==> config.mk <==
export PLATFORM = sky130hd
export DESIGN_NAME = fix_tx_trailer
export DESIGN_NICKNAME = d
export VERILOG_FILES = /design/src/rtl/fix_tx_trailer.sv
export SDC_FILE = /design/constraint.sdc
export NUM_CORES = 1
export LEC_CHECK = 0
export CELL_PAD_IN_SITES_DETAIL_PLACEMENT = 0
export CELL_PAD_IN_SITES_GLOBAL_PLACEMENT = 1
export CORE_ASPECT_RATIO = 1.2
export CORE_MARGIN = 2
export CORE_UTILIZATION = 35
export DETAILED_ROUTE_END_ITERATION = 16
export GPL_ROUTABILITY_DRIVEN = 0
export GPL_TIMING_DRIVEN = 0
export PLACE_DENSITY_LB_ADDON = 0.1
export SLEW_MARGIN = 20
export SYNTH_ARGS = -nofsm -noshare
export SYNTH_HDL_FRONTEND = slang
export SYNTH_SLANG_ARGS = --single-unit
export TNS_END_PERCENT = 1
==> constraint.sdc <==
create_clock -name clk -period 4.01 [get_ports clk]
set_input_delay 0.802 -clock clk [delete_from_list [all_inputs] [get_ports clk]]
set_output_delay 0.802 -clock clk [all_outputs]
set_load 0.02 [all_outputs]
==> src/rtl/fix_tx_trailer.sv <==
// fix_tx_trailer: transmit-side FIX framing stage.
// Passes message bytes straight through and keeps a mod-256 byte sum.
// After the last body byte it appends the trailer "10=ddd<SOH>".
// Optional build macro FIX_TX_MSG_COUNT_EN adds msg_count_o, a count of completed messages.
module fix_tx_trailer #(
    parameter logic [7:0] SOH_CHAR = 8'h01,
    parameter int         CNT_W    = 16
) (
    input  logic             clk,
    input  logic             rst,
    input  logic [7:0]       in_data,
    input  logic             in_valid,
    input  logic             in_last,
    output logic             in_ready,
    output logic [7:0]       out_data,
    output logic             out_valid,
    output logic             out_last,
    input  logic             out_ready,
    output logic             busy_o,
    output logic [7:0]       cksum_o,
    output logic             cksum_valid_o
`ifdef FIX_TX_MSG_COUNT_EN
    ,
    output logic [CNT_W-1:0] msg_count_o
`endif
);

    typedef enum logic [2:0] {BODY, T_1, T_0, T_EQ, D_H, D_T, D_O, T_SOH} state_t;

    state_t      r_state;
    state_t      w_state_nxt;
    logic [7:0]  r_sum;
    logic [7:0]  r_cks;
    logic        w_free;
    logic        w_accept;
    logic        w_load;
    logic        w_load_last;
    logic [7:0]  w_load_data;
    logic [11:0] w_bcd;

    // Split an 8-bit value into hundreds/tens/ones digits using constant compares only.
    function automatic logic [11:0] f_bcd3(input logic [7:0] v);
        logic [7:0] rem;
        logic [3:0] h;
        logic [3:0] t;
        h = 4'd0;
        if (v >= 8'd200)
            h = 4'd2;
        else if (v >= 8'd100)
            h = 4'd1;
        rem = v - ((h == 4'd2) ? 8'd200 : ((h == 4'd1) ? 8'd100 : 8'd0));
        t = 4'd0;
        for (int k = 1; k < 10; k++)
            if (rem >= 8'(k * 10))
                t = 4'(k);
        rem = rem - ({4'd0, t} * 8'd10);
        return {h, t, rem[3:0]};
    endfunction

    assign w_free = !out_valid || out_ready;
    assign w_bcd  = f_bcd3(r_cks);

    // Next-state and output-register load selection; in_ready never looks at in_valid.
    always_comb begin
        w_state_nxt = r_state;
        w_load      = 1'b0;
        w_load_data = 8'h00;
        w_load_last = 1'b0;
        w_accept    = 1'b0;
        in_ready    = 1'b0;
        busy_o      = 1'b1;
        case (r_state)
            BODY: begin
                busy_o      = 1'b0;
                in_ready    = w_free;
                w_accept    = in_valid && w_free;
                w_load      = w_accept;
                w_load_data = in_data;
                if (w_accept && in_last)
                    w_state_nxt = T_1;
            end
            T_1: begin
                w_load      = w_free;
                w_load_data = 8'h31;
                if (w_free) w_state_nxt = T_0;
            end
            T_0: begin
                w_load      = w_free;
                w_load_data = 8'h30;
                if (w_free) w_state_nxt = T_EQ;
            end
            T_EQ: begin
                w_load      = w_free;
                w_load_data = 8'h3D;
                if (w_free) w_state_nxt = D_H;
            end
            D_H: begin
                w_load      = w_free;
                w_load_data = 8'h30 + {4'h0, w_bcd[11:8]};
                if (w_free) w_state_nxt = D_T;
            end
            D_T: begin
                w_load      = w_free;
                w_load_data = 8'h30 + {4'h0, w_bcd[7:4]};
                if (w_free) w_state_nxt = D_O;
            end
            D_O: begin
                w_load      = w_free;
                w_load_data = 8'h30 + {4'h0, w_bcd[3:0]};
                if (w_free) w_state_nxt = T_SOH;
            end
            T_SOH: begin
                w_load      = w_free;
                w_load_data = SOH_CHAR;
                w_load_last = 1'b1;
                if (w_free) w_state_nxt = BODY;
            end
            default: w_state_nxt = BODY;
        endcase
    end

    // FSM state register.
    always_ff @(posedge clk) begin
        if (rst)
            r_state <= BODY;
        else
            r_state <= w_state_nxt;
    end

    // Single output register: load when free, otherwise hold until downstream takes it.
    always_ff @(posedge clk) begin
        if (rst) begin
            out_valid <= 1'b0;
            out_data  <= 8'h00;
            out_last  <= 1'b0;
        end else if (w_load) begin
            out_valid <= 1'b1;
            out_data  <= w_load_data;
            out_last  <= w_load_last;
        end else if (out_ready) begin
            out_valid <= 1'b0;
        end
    end

    // Running byte sum, latched checksum and its one-cycle update pulse.
    always_ff @(posedge clk) begin
        if (rst) begin
            r_sum         <= 8'h00;
            r_cks         <= 8'h00;
            cksum_o       <= 8'h00;
            cksum_valid_o <= 1'b0;
        end else begin
            cksum_valid_o <= 1'b0;
            if (w_accept) begin
                r_sum <= r_sum + in_data;
                if (in_last) begin
                    r_cks         <= r_sum + in_data;
                    cksum_o       <= r_sum + in_data;
                    cksum_valid_o <= 1'b1;
                end
            end else if ((r_state == T_SOH) && w_free) begin
                r_sum <= 8'h00;
            end
        end
    end

`ifdef FIX_TX_MSG_COUNT_EN
    // Completed-message counter, bumped when the closing SOH leaves the block.
    always_ff @(posedge clk) begin
        if (rst)
            msg_count_o <= '0;
        else if (out_valid && out_ready && out_last)
            msg_count_o <= msg_count_o + 1'b1;
    end
`else
    // Message counter not built in this configuration.
`endif

endmodule

==> Word level (Yosys, flattened, before mapping) <==
Cells that the tools add are included.
{ "word_totals": {"reg_bits": 30, "output_inout_bits": 21, "input_bits": 13} }
{ "classes": {"mux": 33, "order_cmp": 11, "addsub": 6, "bitwise": 1, "n_reduce_logical": 12, "eq_ne": 17, "mul": 1} }
{ "op_table": {"columns": ["operator", "n"], "rows": [
  ["8-bit case mux with 8 select lines", 1],
  ["8-bit by 7-bit >= comparator with 1-bit output, second input constant", 4],
  ["4-bit two-way mux", 8],
  ["8-bit by 6-bit >= comparator with 1-bit output, second input constant", 3],
  ["3-bit two-way mux", 8],
  ["8-bit two-way mux", 3],
  ["3-bit case mux with 8 select lines", 1],
  ["6-bit by 4-bit adder with 7-bit output, first input constant", 3],
  ["8-bit by 5-bit >= comparator with 1-bit output, second input constant", 2],
  ["2-bit inequality test, second input constant", 8],
  ["3-bit == test, second input constant", 4],
  ["1-bit two-way mux", 9],
  ["8-bit adder", 1],
  ["8-bit by 4-bit >= comparator with 1-bit output, second input constant", 1],
  ["8-bit >= comparator, second input constant", 1],
  ["8-bit AND reduction", 1],
  ["8-bit subtractor", 1],
  ["7-bit two-way mux", 1],
  ["7-bit OR reduction", 1],
  ["3-bit by 2-bit == test with 1-bit output, second input constant", 2],
  ["4-bit by 1-bit == test with 1-bit output, second input constant", 1],
  ["4-bit by 2-bit == test with 1-bit output, second input constant", 1],
  ["4-bit by 3-bit multiplier with 3-bit output, second input constant", 1],
  ["2-bit nonzero test", 2],
  ["other kinds (11)", 13]
]} }

==> Logic depth before layout (Yosys ltp) <==
{ "logic_depth": {"ltp_word": 21, "depth_mapped": 23, "ltp_nobuf": 22} }

==> Worst setup path before layout <==
Ideal clock, no wire load.
{ "synth_path": {"path_kind": "reg-to-reg", "from": "register r_cks[4]", "to": "register out_data[3]", "slack_ns": -0.512, "setup_time_ns": 0.124, "path_buffers": 1, "path_stages_with_launch": 24, "t_arrival_ns": 4.397, "cell_sequence": "dfxtp_1 buf_6 or3_2 a31oi_1 nand2b_1 inv_1 ha_1 fa_1 xor2_1 nand2_1 nor3_1 a311oi_1 a21oi_1 a21o_1 nand2_1 ha_1 inv_1 fa_1 xnor2_1 a21oi_1 o22ai_1 a221o_1 a41oi_1 o22ai_1"} }
{ "synth_via": {"elab_chain_cells": 21} }
{ "synth_lines": {"columns": ["item", "line", "text"], "rows": [
  ["from (decl)", "33", "logic [7:0] r_cks;"],
  ["from (signal assigned)", "157", "r_cks <= r_sum + in_data;"],
  ["8-bit by 7-bit >= comparator with 1-bit output", "49", "else if (v >= 8'd100)"],
  ["1-bit two-way mux", "49", null],
  ["2-bit two-way mux", "47", "if (v >= 8'd200)"],
  ["4-bit by 1-bit == test with 1-bit output", "51", "rem = v - ((h == 4'd2) ? 8'd200 : ((h == 4'd1) ? 8'd100 : 8'd0));"],
  ["7-bit two-way mux", "51", null],
  ["8-bit two-way mux", "51", null],
  ["8-bit subtractor", "51", null],
  ["8-bit by 4-bit >= comparator with 1-bit output", "54", "if (rem >= 8'(k * 10))"],
  ["1-bit two-way mux", "54", null],
  ["4-bit two-way mux (8 in series)", "54", null],
  ["4-bit by 3-bit multiplier with 3-bit output", "56", "rem = rem - ({4'd0, t} * 8'd10);"],
  ["4-bit subtractor", "56", null],
  ["6-bit by 4-bit adder with 7-bit output", "109", "w_load_data = 8'h30 + {4'h0, w_bcd[3:0]};"],
  ["8-bit case mux with 8 select lines (*)", "72", "case (r_state)"],
  ["to (signal assigned)", "138", "out_data <= w_load_data;"],
  ["to (decl)", "15", "output logic [7:0] out_data,"]
]} }
Mark *: on every way between the ends. The rest lies on a longest branch, timed or not.
A chain may end at the register's enable or synchronous reset.

==> Worst setup path after layout <==
{ "layout_path": {"from": "register r_cks[3]", "to": "register out_data[3]"} }
The elaborated chain is that of the path after synthesis.

==> impl_metrics.json <==
{
  "initial_core_util_pct": 36.6,
  "synth_nets": 293,
  "regArea_um2": 611,
  "ir_worst_vdd_v": 0.000228,
  "yosys.area.top_type": "dfxtp_1",
  "timing.fmax_mhz": 232,
  "worst-path-stages": 22,
  "timing.final.ws_setup_ns": -0.298,
  "tightest_slew_ns": 0.908,
  "start_kind": "register",
  "violations": "negative setup slack",
  "cts_root_buf": "clkbuf_8",
  "grt.total_usage_pct": 19.0,
  "yosysSeqAreaShare_pct": 28.8,
  "yosys.area.top_type_share_pct": 28.8,
  "antenna_found_initial": 0,
  "post-dp-hpwl_mm": 4.39,
  "max_cap_violations": 0,
  "first_pass_iters": 7,
  "drive_above_1_share_pct": 17.9,
  "multiInputGateArea_um2": 1490,
  "insertedDiodeCount": 0,
  "worstHoldPathCells": 2,
  "hold_violations": 0,
  "clock_sinks": 30,
  "fin_area_um2": 2840,
  "core_um2": 5710,
  "area_delta_synth_final_pct": 35.9,
  "wl_mm": 5.72,
  "powerDensity_nw_per_um2": 552,
  "rsz0062_at_grt": "yes",
  "final_util_pct": 49.7,
  "dieArea_um2": 6600,
  "via_per_inst": 5.12,
  "fillCellCount": 587,
  "met1Wirelength_mm": 2.42,
  "via_count": 2043,
  "syn_area_per_cell_um2": 7.87,
  "grt_pass1_vias": 1955,
  "synthTopCellsByArea": "dfxtp_1 29%, ha_1 7.2%, nor2_1 5.9%, a21oi_1 5.5%, xnor2_1 5.0%",
  "min_period_ns": 4.31,
  "critical_path_arrival_ns": 4.47,
  "first_iter_violations": 57,
  "r2r_cells": 22,
  "hold_buffers": 0,
  "die_h_um": 88.6,
  "ant_nets": 0,
  "yosysUniqueCellTypes": 50,
  "finalSetupViolations": 2,
  "p_leak_nw": 1.10,
  "critPathKind": "register to register",
  "cts_buffers": 5,
  "finalCritPeriodShare_pct": 107,
  "nNetsFinal": 346,
  "yosysWarnings": 0,
  "place_area_um2": 2560,
  "hold_class": "register to register",
  "grt_first_pass_wirelength_mm": 9.54,
  "placedCellCount": 378,
  "crit_path_top_delay_cell": "fa_2",
  "cts_tree": "done",
  "crit_required_ns": 4.17,
  "final_cells": 399,
  "top_layer_used": "met4",
  "post_drt_wl_per_cell_um": 14.3,
  "slew_viol_final": 0,
  "worst_hold_slack_ns": 0.462,
  "clockBufferDepth": 2,
  "grt_max_degree": 11,
  "cp_top_family": "compound AO/OA/AOI/OAI gates",
  "port_buffers": 33,
  "syn_inst": 265,
  "synth_ff_type": "dfxtp_1",
  "worst_setup_path_end_kind": "register",
  "critPathBufInv": 3,
  "synth.most_common_cell": "nor2_1",
  "cp_cell_sequence": "or3_4, a31oi_4, nand2b_4, inv_1, ha_2, fa_2, buf_6, xnor2_4, nor3_2, a311oi_1, a21oi_1, a21o_1, nand2_1, ha_2, inv_2, fa_2, xnor2_1, a21oi_1, o22ai_1, a221o_1, a41oi_2, o22ai_1",
  "yosys-top-cells-count": "33 x nor2_1, 30 x dfxtp_1, 27 x nand2_1, 23 x a21oi_1",
  "met2WireLength_mm": 2.99,
  "drcViolationCount": 0,
  "cp_max_fo": 4,
  "synth_edf_count": 0,
  "io_pins": 34,
  "slowest_delay_ns": 0.40,
  "syn-cell-area_um2": 2090,
  "clk_pin_slew_ns": 0.06,
  "status": "finished with violations",
  "ys_ff_latch": 30,
  "slew_headroom_pct": 39.0,
  "clkLatencyLatePin_ns": 0.28,
  "die_w_um": 74.5,
  "met3_length_um": 179,
  "gr-total-overflow": 0,
  "cts_htree_levels": 2,
  "async_flop_share_pct": 0,
  "row_count": 30,
  "clock_skew_ns": 0.00804
}
-- flip-flops by register name, summed over array words and instances, names as in the netlist --
register,cells
cksum_valid_o,1
out_data,8
out_last,1
out_valid,1
r_cks,8
r_state,3
r_sum,8
-- power breakdown --
| group | internal (mW) | switching [mW] |
|---|---|---|
| Sequential | 0.344 | 0.0359 |
| Clock | 0.138 | 0.111 |
| Combinational | 0.429 | 0.505 |
-- cell families (layout without fill, tap and decap cells) --
family | count (synthesis) | in the layout | synth area share, %
AND/OR/NAND/NOR | 97 | 97 | 22.0
AO/OA/AOI/OAI | 76 | 76 | 24.8
flip-flops | 30 | 30 | 28.8
buffers and inverters | 26 | 80 | 5.46
XOR/XNOR | 19 | 19 | 7.98
adder cells (fa/ha/maj) | 16 | 16 | 10.6
multiplexers | 1 | 1 | 0.480
-- area by class of cell --
type | instances | share of cell area [%]
well taps | 80 | 3.53
inverters | 12 | 1.59
multi-input cells | 209 | 52.5
repair buffers | 47 | 15.5
clock buffers | 7 | 3.05
clock inverters | 1 | 0.177
plain buffers | 13 | 2.12
flip-flops and latches | 30 | 21.5
-- worst paths after layout --
path | start | end | slack, ns
setup / recovery | r_cks[3] | out_data[3] | -0.30
hold / removal | out_data[0] | out_data[0] | 0.46
setup reg to reg | r_cks[3] | out_data[3] | -0.30
hold reg to reg | out_data[0] | out_data[0] | 0.46
-- tightest hold or removal path, cell delays in order, from the launching register on --
cell     delay (ns)
dfxtp_1        0.30
nand2_1        0.05
a21oi_1        0.05
-- repair_timing --
item / CTS / global route
resized for setup: 15 / 3
endpoints found under the setup margin: 3 / 3
setup buffers: 13 / 1
pin swaps: 8 / 2
-- cell usage in the layout (no fill, tap or decap), types with 6 or more instances in the layout --
cell and instances:
inv_1 10, clkdlybuf4s50_1 33, o22ai_1 6, nor3_1 6, nor2_1 33, xnor2_1 10, buf_4 14, clkbuf_1 12
nand2_1 26, xor2_1 6, a21oi_1 22, ha_1 9, a22oi_1 8, clkbuf_8 6, o21ai_0 8, nand3_1 6
dfxtp_1 26
-- through the flow --
| step | setup slack [ns] | TNS (ns) | power (mW) |
|---|---|---|---|
| floorplan | -0.310 | -0.310 | 0.994 |
| global placement | -0.614 | -1.08 | 1.21 |
| detailed placement | -0.627 | -1.09 | 1.21 |
| CTS | -0.261 | -0.403 | 1.56 |
| global route | -0.519 | -0.903 | 1.69 |
| finish | -0.298 | -0.460 | 1.56 |
-- metal layers --
layer	vias up	track usage [%]
met1	944	22.8
met3	10	2.73
li1	1046	-
met2	43	34.0
met4	0	7.14
met5	-	0
No activity file was read; power rests on OpenSTA's default activity.
